==> src/rtl/terrain_scroller.sv <==
// Side-scrolling terrain engine: frame-driven scroll offset, ground and coin pixel tests, coin pickup.
// Define TERRAIN_COIN_EN to build the coin logic; without it is_coin, coin_pulse and coins read 0.
module terrain_scroller #(
  parameter int SCREEN_W   = 640,
  parameter int WORLD_LEN  = 4096,
  parameter int SEG_COUNT  = 8,
  // Segment 0 and coin 0 sit in the LSBs, so these lists read right-to-left.
  parameter logic [10*SEG_COUNT-1:0] SEG_HEIGHTS = {10'd300, 10'd360, 10'd479, 10'd360,
                                                    10'd420, 10'd360, 10'd300, 10'd360},
  parameter int COIN_COUNT = 4,
  parameter logic [12*COIN_COUNT-1:0] COIN_POS = {12'd2820, 12'd1400, 12'd820, 12'd400},
  parameter int COIN_R     = 10,
  parameter int COIN_LIFT  = 120,
  parameter int STICK_X    = 120
) (
  input  logic        Clk,
  input  logic        Reset,
  input  logic        frame_clk,
  input  logic        playing,
  input  logic [2:0]  speed,
  input  logic [9:0]  DrawX,
  input  logic [9:0]  DrawY,
  input  logic [9:0]  StickY,
  output logic [9:0]  GroundY,
  output logic        is_ground,
  output logic        is_coin,
  output logic [11:0] offset,
  output logic        coin_pulse,
  output logic [7:0]  coins
);

  localparam int          SEG_SHIFT  = $clog2(WORLD_LEN / SEG_COUNT);
  localparam logic [11:0] WORLD_MASK = 12'(WORLD_LEN - 1);

  if (STICK_X >= SCREEN_W) begin : gBadStickX
    $error("STICK_X must lie inside the visible screen");
  end

  typedef enum logic [1:0] {IDLE, SCROLL, CHECK} state_t;

  state_t      state_q;
  logic        sync1_q, sync2_q, sync3_q;
  logic        frameEvt;
  logic [11:0] offset_q, offset_d;
  logic [11:0] stickWorldX, drawWorldX;

  function automatic logic [9:0] heightAt(input logic [11:0] worldX);
    return SEG_HEIGHTS[32'(worldX >> SEG_SHIFT) * 10 +: 10];
  endfunction

  assign frameEvt    = sync2_q & ~sync3_q;
  assign offset_d    = (offset_q + {9'd0, speed}) & WORLD_MASK;
  assign stickWorldX = (offset_q + 12'(STICK_X)) & WORLD_MASK;
  assign drawWorldX  = (offset_q + {2'b00, DrawX}) & WORLD_MASK;
  assign GroundY     = heightAt(stickWorldX);
  assign is_ground   = (DrawY >= heightAt(drawWorldX));
  assign offset      = offset_q;

`ifdef TERRAIN_COIN_EN
  localparam logic signed [21:0] HIT_R2  = 22'(COIN_R * COIN_R);
  localparam logic signed [21:0] GRAB_R2 = 22'(4 * COIN_R * COIN_R);

  logic [COIN_COUNT-1:0] taken_q, grab;
  logic                  coinPulse_q, pixCoin;
  logic [7:0]            coins_q, coins_d, grabCount;
  logic [8:0]            coinSum;

  // Squares use values clamped to +/-1023 so the 22-bit sum never overflows;
  // the clamp cannot alter a hit while the radii stay well below that.
  function automatic logic signed [21:0] sq(input logic signed [13:0] v);
    logic signed [21:0] c;
    if (v > 14'sd1023)       c = 22'sd1023;
    else if (v < -14'sd1023) c = -22'sd1023;
    else                     c = {{8{v[13]}}, v};
    return c * c;
  endfunction

  always_comb begin
    logic [11:0]        cx, sxU;
    logic signed [13:0] sx, cy;
    pixCoin   = 1'b0;
    grab      = '0;
    grabCount = '0;
    cx        = '0;
    sxU       = '0;
    sx        = '0;
    cy        = '0;
    for (int i = 0; i < COIN_COUNT; i++) begin
      cx  = COIN_POS[i*12 +: 12];
      sxU = (cx - offset_q) & WORLD_MASK;
      sx  = {{2{sxU[11]}}, sxU};
      cy  = $signed({4'd0, heightAt(cx)}) - 14'(COIN_LIFT);
      if (!taken_q[i] &&
          (sq($signed({4'd0, DrawX}) - sx) + sq($signed({4'd0, DrawY}) - cy)) <= HIT_R2)
        pixCoin = 1'b1;
      if (!taken_q[i] &&
          (sq(14'(STICK_X) - sx) + sq($signed({4'd0, StickY}) - cy)) <= GRAB_R2) begin
        grab[i]   = 1'b1;
        grabCount = grabCount + 8'd1;
      end
    end
  end

  assign coinSum    = {1'b0, coins_q} + {1'b0, grabCount};
  assign coins_d    = coinSum[8] ? 8'hFF : coinSum[7:0];
  assign is_coin    = pixCoin;
  assign coin_pulse = coinPulse_q;
  assign coins      = coins_q;
`else
  localparam logic unusedCoinCfg = ^{COIN_POS, 32'(COIN_R), 32'(COIN_LIFT)};
  logic unusedCoinInputs;

  assign unusedCoinInputs = ^StickY;
  assign is_coin          = 1'b0;
  assign coin_pulse       = 1'b0;
  assign coins            = 8'd0;
`endif

  // Dropping playing parks the FSM in IDLE before any scroll or pickup can happen.
  always_ff @(posedge Clk) begin
    if (Reset) begin
      state_q  <= IDLE;
      offset_q <= '0;
      sync1_q  <= 1'b0;
      sync2_q  <= 1'b0;
      sync3_q  <= 1'b0;
`ifdef TERRAIN_COIN_EN
      taken_q     <= '0;
      coins_q     <= '0;
      coinPulse_q <= 1'b0;
`endif
    end else begin
      sync1_q <= frame_clk;
      sync2_q <= sync1_q;
      sync3_q <= sync2_q;
`ifdef TERRAIN_COIN_EN
      coinPulse_q <= 1'b0;
`endif
      if (!playing) begin
        state_q <= IDLE;
      end else begin
        case (state_q)
          IDLE: state_q <= SCROLL;
          SCROLL: begin
            if (frameEvt) begin
              offset_q <= offset_d;
`ifdef TERRAIN_COIN_EN
              if (offset_d < offset_q) taken_q <= '0;
`endif
              state_q <= CHECK;
            end
          end
          CHECK: begin
`ifdef TERRAIN_COIN_EN
            if (|grab) begin
              taken_q     <= taken_q | grab;
              coins_q     <= coins_d;
              coinPulse_q <= 1'b1;
            end
`endif
            state_q <= SCROLL;
          end
          default: state_q <= IDLE;
        endcase
      end
    end
  end

endmodule
==> config.mk <==
export PLATFORM = sky130hd
export DESIGN_NAME = terrain_scroller
export DESIGN_NICKNAME = d
export VERILOG_FILES = /design/src/rtl/terrain_scroller.sv
export SDC_FILE = /design/constraint.sdc
export NUM_CORES = 1
export LEC_CHECK = 0
export CAP_MARGIN = 10
export CELL_PAD_IN_SITES_DETAIL_PLACEMENT = 2
export CELL_PAD_IN_SITES_GLOBAL_PLACEMENT = 2
export CORE_UTILIZATION = 38
export CTS_BUF_LIST = sky130_fd_sc_hd__clkbuf_4
export DETAILED_ROUTE_END_ITERATION = 7
export DONT_BUFFER_PORTS = 1
export PLACE_DENSITY_LB_ADDON = 0.1
export SLEW_MARGIN = 20
export SYNTH_ARGS = -nofsm -noshare
export SYNTH_HDL_FRONTEND = slang
export SYNTH_SLANG_ARGS = --single-unit
==> constraint.sdc <==
create_clock -name Clk -period 7.2 [get_ports Clk]
set_input_delay 1.44 -clock Clk [delete_from_list [all_inputs] [get_ports Clk]]
set_output_delay 1.44 -clock Clk [all_outputs]
set_load 0.1 [all_outputs]
# After elaboration in Yosys (flattened, before gate mapping)
# Cells that the tools add are included.
[word_totals] output_inout_bits=33 input_bits=37 word_cells=25 reg_bits=17
[op_classes] reduce_logical=4 muxes=2 mul=2 shifts=2 addsub=3 n_bitwise=3 n_eq_ne=3 magnitude_cmp=1
[ops] op="80-bit by 8-bit variable part select with 10-bit output (first input constant)" count=2
[ops] op="12-bit by 10-bit adder with 12-bit output" count=1
[ops] op="12-bit by 3-bit adder with 12-bit output" count=1
[ops] op="12-bit by 7-bit adder with 12-bit output (second input constant)" count=1
[ops] op="3-bit by 3-bit multiplier with 6-bit output (second input constant)" count=2
[ops] op="10-bit greater-or-equal comparator" count=1
[ops] op="2-bit one-hot mux with 2 select lines" count=1
[ops] op="2-bit OR reduction" count=2
[ops] op="3-bit AND reduction" count=1
[ops] op="2-bit by 1-bit == test with 1-bit output (second input constant)" count=1
[ops] op="2-bit == test (second input constant)" count=1
[ops] op="2-bit logical NOT" count=1
[ops] op="2-bit two-way mux" count=1
[ops] op="2-bit != test (second input constant)" count=1
[ops] op="1-bit NOT" count=2
[ops] op="1-bit bitwise AND" count=1

# Longest topological paths before layout
[logic_depth] word_depth=4 depth_mapped=12 ltp_nobuf=12

# Worst setup path before layout
# No wires, ideal clock.
[synth_timing] path_type="register to output" start="reg offset_q[7] (netlist: offset[7])" end="out GroundY[1]" path_stages_with_launch=7 slack_ns=0.158 path_buffers=1 t_required_ns=5.760 t_arrival_ns=5.602 cell_sequence="dfxtp_1 > nand2_1 > nor2_1 > xor2_1 > nand2_1 > inv_1 > buf_4"
[synth_between] elab_chain_cells=3
[synth_lines] element="start: declaration" line="44" rtl="logic [11:0] offset_q, offset_d;"
[synth_lines] element="start signal: assignment" line="146" rtl="offset_q <= offset_d;"
[synth_lines] element="12-bit by 7-bit adder with 12-bit output" line="53" rtl="assign stickWorldX = (offset_q + 12'(STICK_X)) & WORLD_MASK;"
[synth_lines] element="3-bit by 3-bit multiplier with 6-bit output" line="48" rtl="return SEG_HEIGHTS[32'(worldX >> SEG_SHIFT) * 10 +: 10];"
[synth_lines] element="80-bit by 8-bit variable part select with 10-bit output" line="48"
[synth_lines] element="end: declaration" line="24" rtl="output logic [9:0] GroundY,"
# No other way between the ends.

# Worst setup path in the final report
[layout_timing] start="in DrawX[4]" end="out is_ground"
[layout_between] elab_chain_cells=4
[layout_lines] element="start: declaration" line="21" rtl="input logic [9:0] DrawX,"
[layout_lines] element="12-bit by 10-bit adder with 12-bit output" line="54" rtl="assign drawWorldX = (offset_q + {2'b00, DrawX}) & WORLD_MASK;"
[layout_lines] element="3-bit by 3-bit multiplier with 6-bit output" line="48"
[layout_lines] element="80-bit by 8-bit variable part select with 10-bit output" line="48"
[layout_lines] element="10-bit greater-or-equal comparator" line="56" rtl="assign is_ground = (DrawY >= heightAt(drawWorldX));"
[layout_lines] element="end: declaration" line="25" rtl="output logic is_ground,"
# No other way between the ends.

==> flow_summary.yaml <==
synth:
  ys_ff_latch: 17
  synthSimpleGateAreaFrac_pct: 23.1
  synth_cell_types: 38
  async_flop_share_pct: 0
  yosysWarnings: 0
  synth_top_family_by_area: "simple AND/OR/NAND/NOR gates"
  synth.avg_cell_area_sq_um: 8.19
  muxShareOfSynthArea_pct: 0.698
  syn_inst: 175
  synth_compound_area_share_pct: 17.9
  synth_edf_count: 0
  synth_flop_cell: "dfxtp_1"
  synth-xor-area-share_pct: 4.89
  synthAdderAreaFrac_pct: 18.8
  syn_area_sq_um: 1430
  yosysSeqAreaShare_pct: 23.7
power:
  p_per_area_nw_per_um2: 129
  ir_drop_mv: 0.0869
  swShare_pct: 37.5
  power.switching_uw: 75.7
  p_leak_nw: 0.651
  seq_power_share_pct: 47.5
  power.internal_uw: 126
  clock_power_share_pct: 26.7
  p_comb_share_pct: 25.8
placed_design:
  dp_slack_ps: 1450
  io_buffer_count: 0
  dp_hpwl_um: 3400
  gp_congestion: 0.760
sta:
  rsz0062_at_grt: "false"
  hold_viol_final: 0
  fin_skew_ps: 3.97
  postLayoutSetupSlackWorst_ps: 1470
  setup_violations: 0
  setup_tns_ps: 0
  drv_slew: 0
  clock.fmax_mhz: 174
  slew_headroom_pct: 23.8
  min_period_ps: 5730
  worstMarginPinSlew_ps: 1140
  timing.final.crit_share_pct: 79.6
routing:
  viasPerCell: 5.39
  drtIter0Drc: 37
  firstDrtPassIters: 4
  wl_um: 3990
  drc_errors: 0
  post_drt_wl_per_cell_um: 17.3
  num_vias: 1246
  final_antenna_net_count: 0
clock_network:
  path_clk_slew_ps: 110
  clkSinkCount: 17
  post_cts_resized: 0
  clock_latency_ps: 300
  cts_inserted_buffers: 3
  cts_tree: "yes"
  cts_root_buffer: "clkbuf_4"
  cts-htree-levels: 1
  cts_max_path_buffers: 2
  cts_hold_buf: 0
  post_cts_buffers: 0
floorplanning:
  die_h_um: 63.4
  floorplan.die_area_sq_um: 4020
  die_w_um: 63.4
  start_util_pct: 41.3
  rows: 21
  core_sq_um: 3470
  ios: 70
final_layout:
  area_growth_pct: 9.25
  nets: 244
  num_antenna_cells: 0
  drive_gt1_share_pct: 15.1
global_routing:
  antenna_found_initial: 0
  grt_pass1_vias: 1405
  grt-ovfl-total: 0
  gr-usage-all-layers_pct: 20.6
  grt_max_degree: 18
  grt_pass1_wl_um: 6490
critical_path:
  crit_path_top_delay_cell: "xor2_1"
  critPathMaxFanout: 6
  required_ps: 5760
  cp-start-kind: "primary input"
  cpPeakStageDelay_ps: 430
  crit_arrival_ps: 4290
  cp-end-kind: "primary output"
  critPathKind: "primary input to primary output"
  crit_chain: "ha_1 -> a21oi_1 -> nand4b_1 -> a21oi_1 -> xor2_1 -> nor2_1 -> ha_1 -> nand2b_1 -> a21o_1 -> a21o_1 -> a211oi_1 -> nor3_2 -> clkbuf_16"
job:
  maxCapViolCount: 0
worst_hold_path:
  hold_class: "flop to flop"
status:
  status: "finished clean"
==> flip-flops by register name (all words and copies together) (netlist names) <==
signal   flops
offset      12
sync3_q      1
state_q      2
sync2_q      1
sync1_q      1
==> synth_stat cells (2+ instances only) <==
cell / instances / area [sq um]
a21oi_1: 15 / 75.1
buf_4: 14 / 105
a211oi_1: 2 / 15.0
nand2b_1: 2 / 12.5
nand4_1: 4 / 25.0
o21ai_0: 8 / 40.0
nor4_1: 3 / 18.8
conb_1: 2 / 7.51
nor2_1: 16 / 60.1
nand2_1: 12 / 45.0
or3_1: 3 / 18.8
nand3_1: 5 / 25.0
dfxtp_1: 17 / 340
a21o_1: 4 / 30.0
ha_1: 20 / 250
xor2_1: 2 / 17.5
nor2b_1: 7 / 43.8
xnor2_1: 6 / 52.6
nor3_1: 6 / 30.0
inv_1: 9 / 33.8
==> worst paths after layout <==
kind | startpoint | to | slack, ps | cells after the start
setup / recovery | DrawX[4] | is_ground | 1470 | 13
hold / removal | sync1_q$_SDFF_PP0_ | sync2_q$_SDFF_PP0_ | 450 | 1
setup reg to reg | offset[2]$_SDFFE_PP0P_ | offset[10]$_SDFFE_PP0P_ | 4730 | 6
hold reg to reg | sync1_q$_SDFF_PP0_ | sync2_q$_SDFF_PP0_ | 450 | 1
==> power by group through the flow <==
stage | Sequential, mW | Combinational, mW | Clock, mW
2_1_floorplan | 0.0984 | 0.0500 | 0
3_3_place_gp | 0.0979 | 0.0500 | 0
3_5_place_dp | 0.0980 | 0.0520 | 0
4_1_cts | 0.0958 | 0.0522 | 0.0557
5_1_grt | 0.0960 | 0.0547 | 0.0587
6_report | 0.0958 | 0.0521 | 0.0539
==> area by class of cell <==
| type | count | area (sq um) |
|---|---|---|
| clock buffers | 3 | 22.5 |
| clock inverters | 1 | 5.00 |
| fillers | 405 | 1900 |
| inverters | 9 | 33.8 |
| multi-input cells | 143 | 1000 |
| flip-flops and latches | 17 | 340 |
| well taps | 46 | 57.6 |
| repair buffers | 12 | 108 |
==> routing by layer <==
layer  vias up  routed length (um)  GRT usage [%]
met1       595                1660           24.8
met3         4                 207           4.35
li1        609                   -              -
met4         0                  29           4.26
met2        38                2090           37.0
met5         -                   0              0
==> worst max-delay path, delay by kind of cell <==
family / cells / cell delay, ps
AO/OA/AOI/OAI: 5 / 1060
AND/OR/NAND/NOR: 4 / 560
XOR/XNOR: 1 / 430
buffers and inverters: 1 / 200
adder cells (fa/ha/maj): 2 / 630
==> placed cells by master (no fill, tap or decap), types with 2 or more instances in the layout <==
cell type	synthesis	final
a211oi_1	2	2
a21o_1	4	4
a21oi_1	15	15
buf_4	14	11
clkbuf_4	0	3
conb_1	2	12
dfxtp_1	17	17
ha_1	20	20
inv_1	9	8
nand2_1	12	12
nand2b_1	2	2
nand3_1	5	5
nand4_1	4	4
nor2_1	16	16
nor2b_1	7	7
nor3_1	6	5
nor4_1	3	3
o21ai_0	8	7
o21ai_2	1	2
or3_1	3	3
xnor2_1	6	6
==> stage by stage <==
step / total power, mW / std cells / cell area, sq um / util (%) / hold WS (ps)
2_1_floorplan: 0.148 / 185 / 1470 / - / 414
3_3_place_gp: 0.148 / 227 / 1540 / 44.4 / 422
3_5_place_dp: 0.150 / 227 / 1540 / 44.4 / 427
4_1_cts: 0.204 / 231 / 1570 / 45.2 / 455
5_1_grt: 0.209 / 231 / 1570 / 45.2 / 472
6_report: 0.202 / 231 / 1570 / 45.2 / 451
==> cells by family after synthesis <==
group | Yosys count
AND/OR/NAND/NOR | 64
AO/OA/AOI/OAI | 37
buffers and inverters | 25
adder cells (fa/ha/maj) | 21
flip-flops | 17
XOR/XNOR | 8
other | 2
multiplexers | 1
Power figures use the tool's default switching activity.
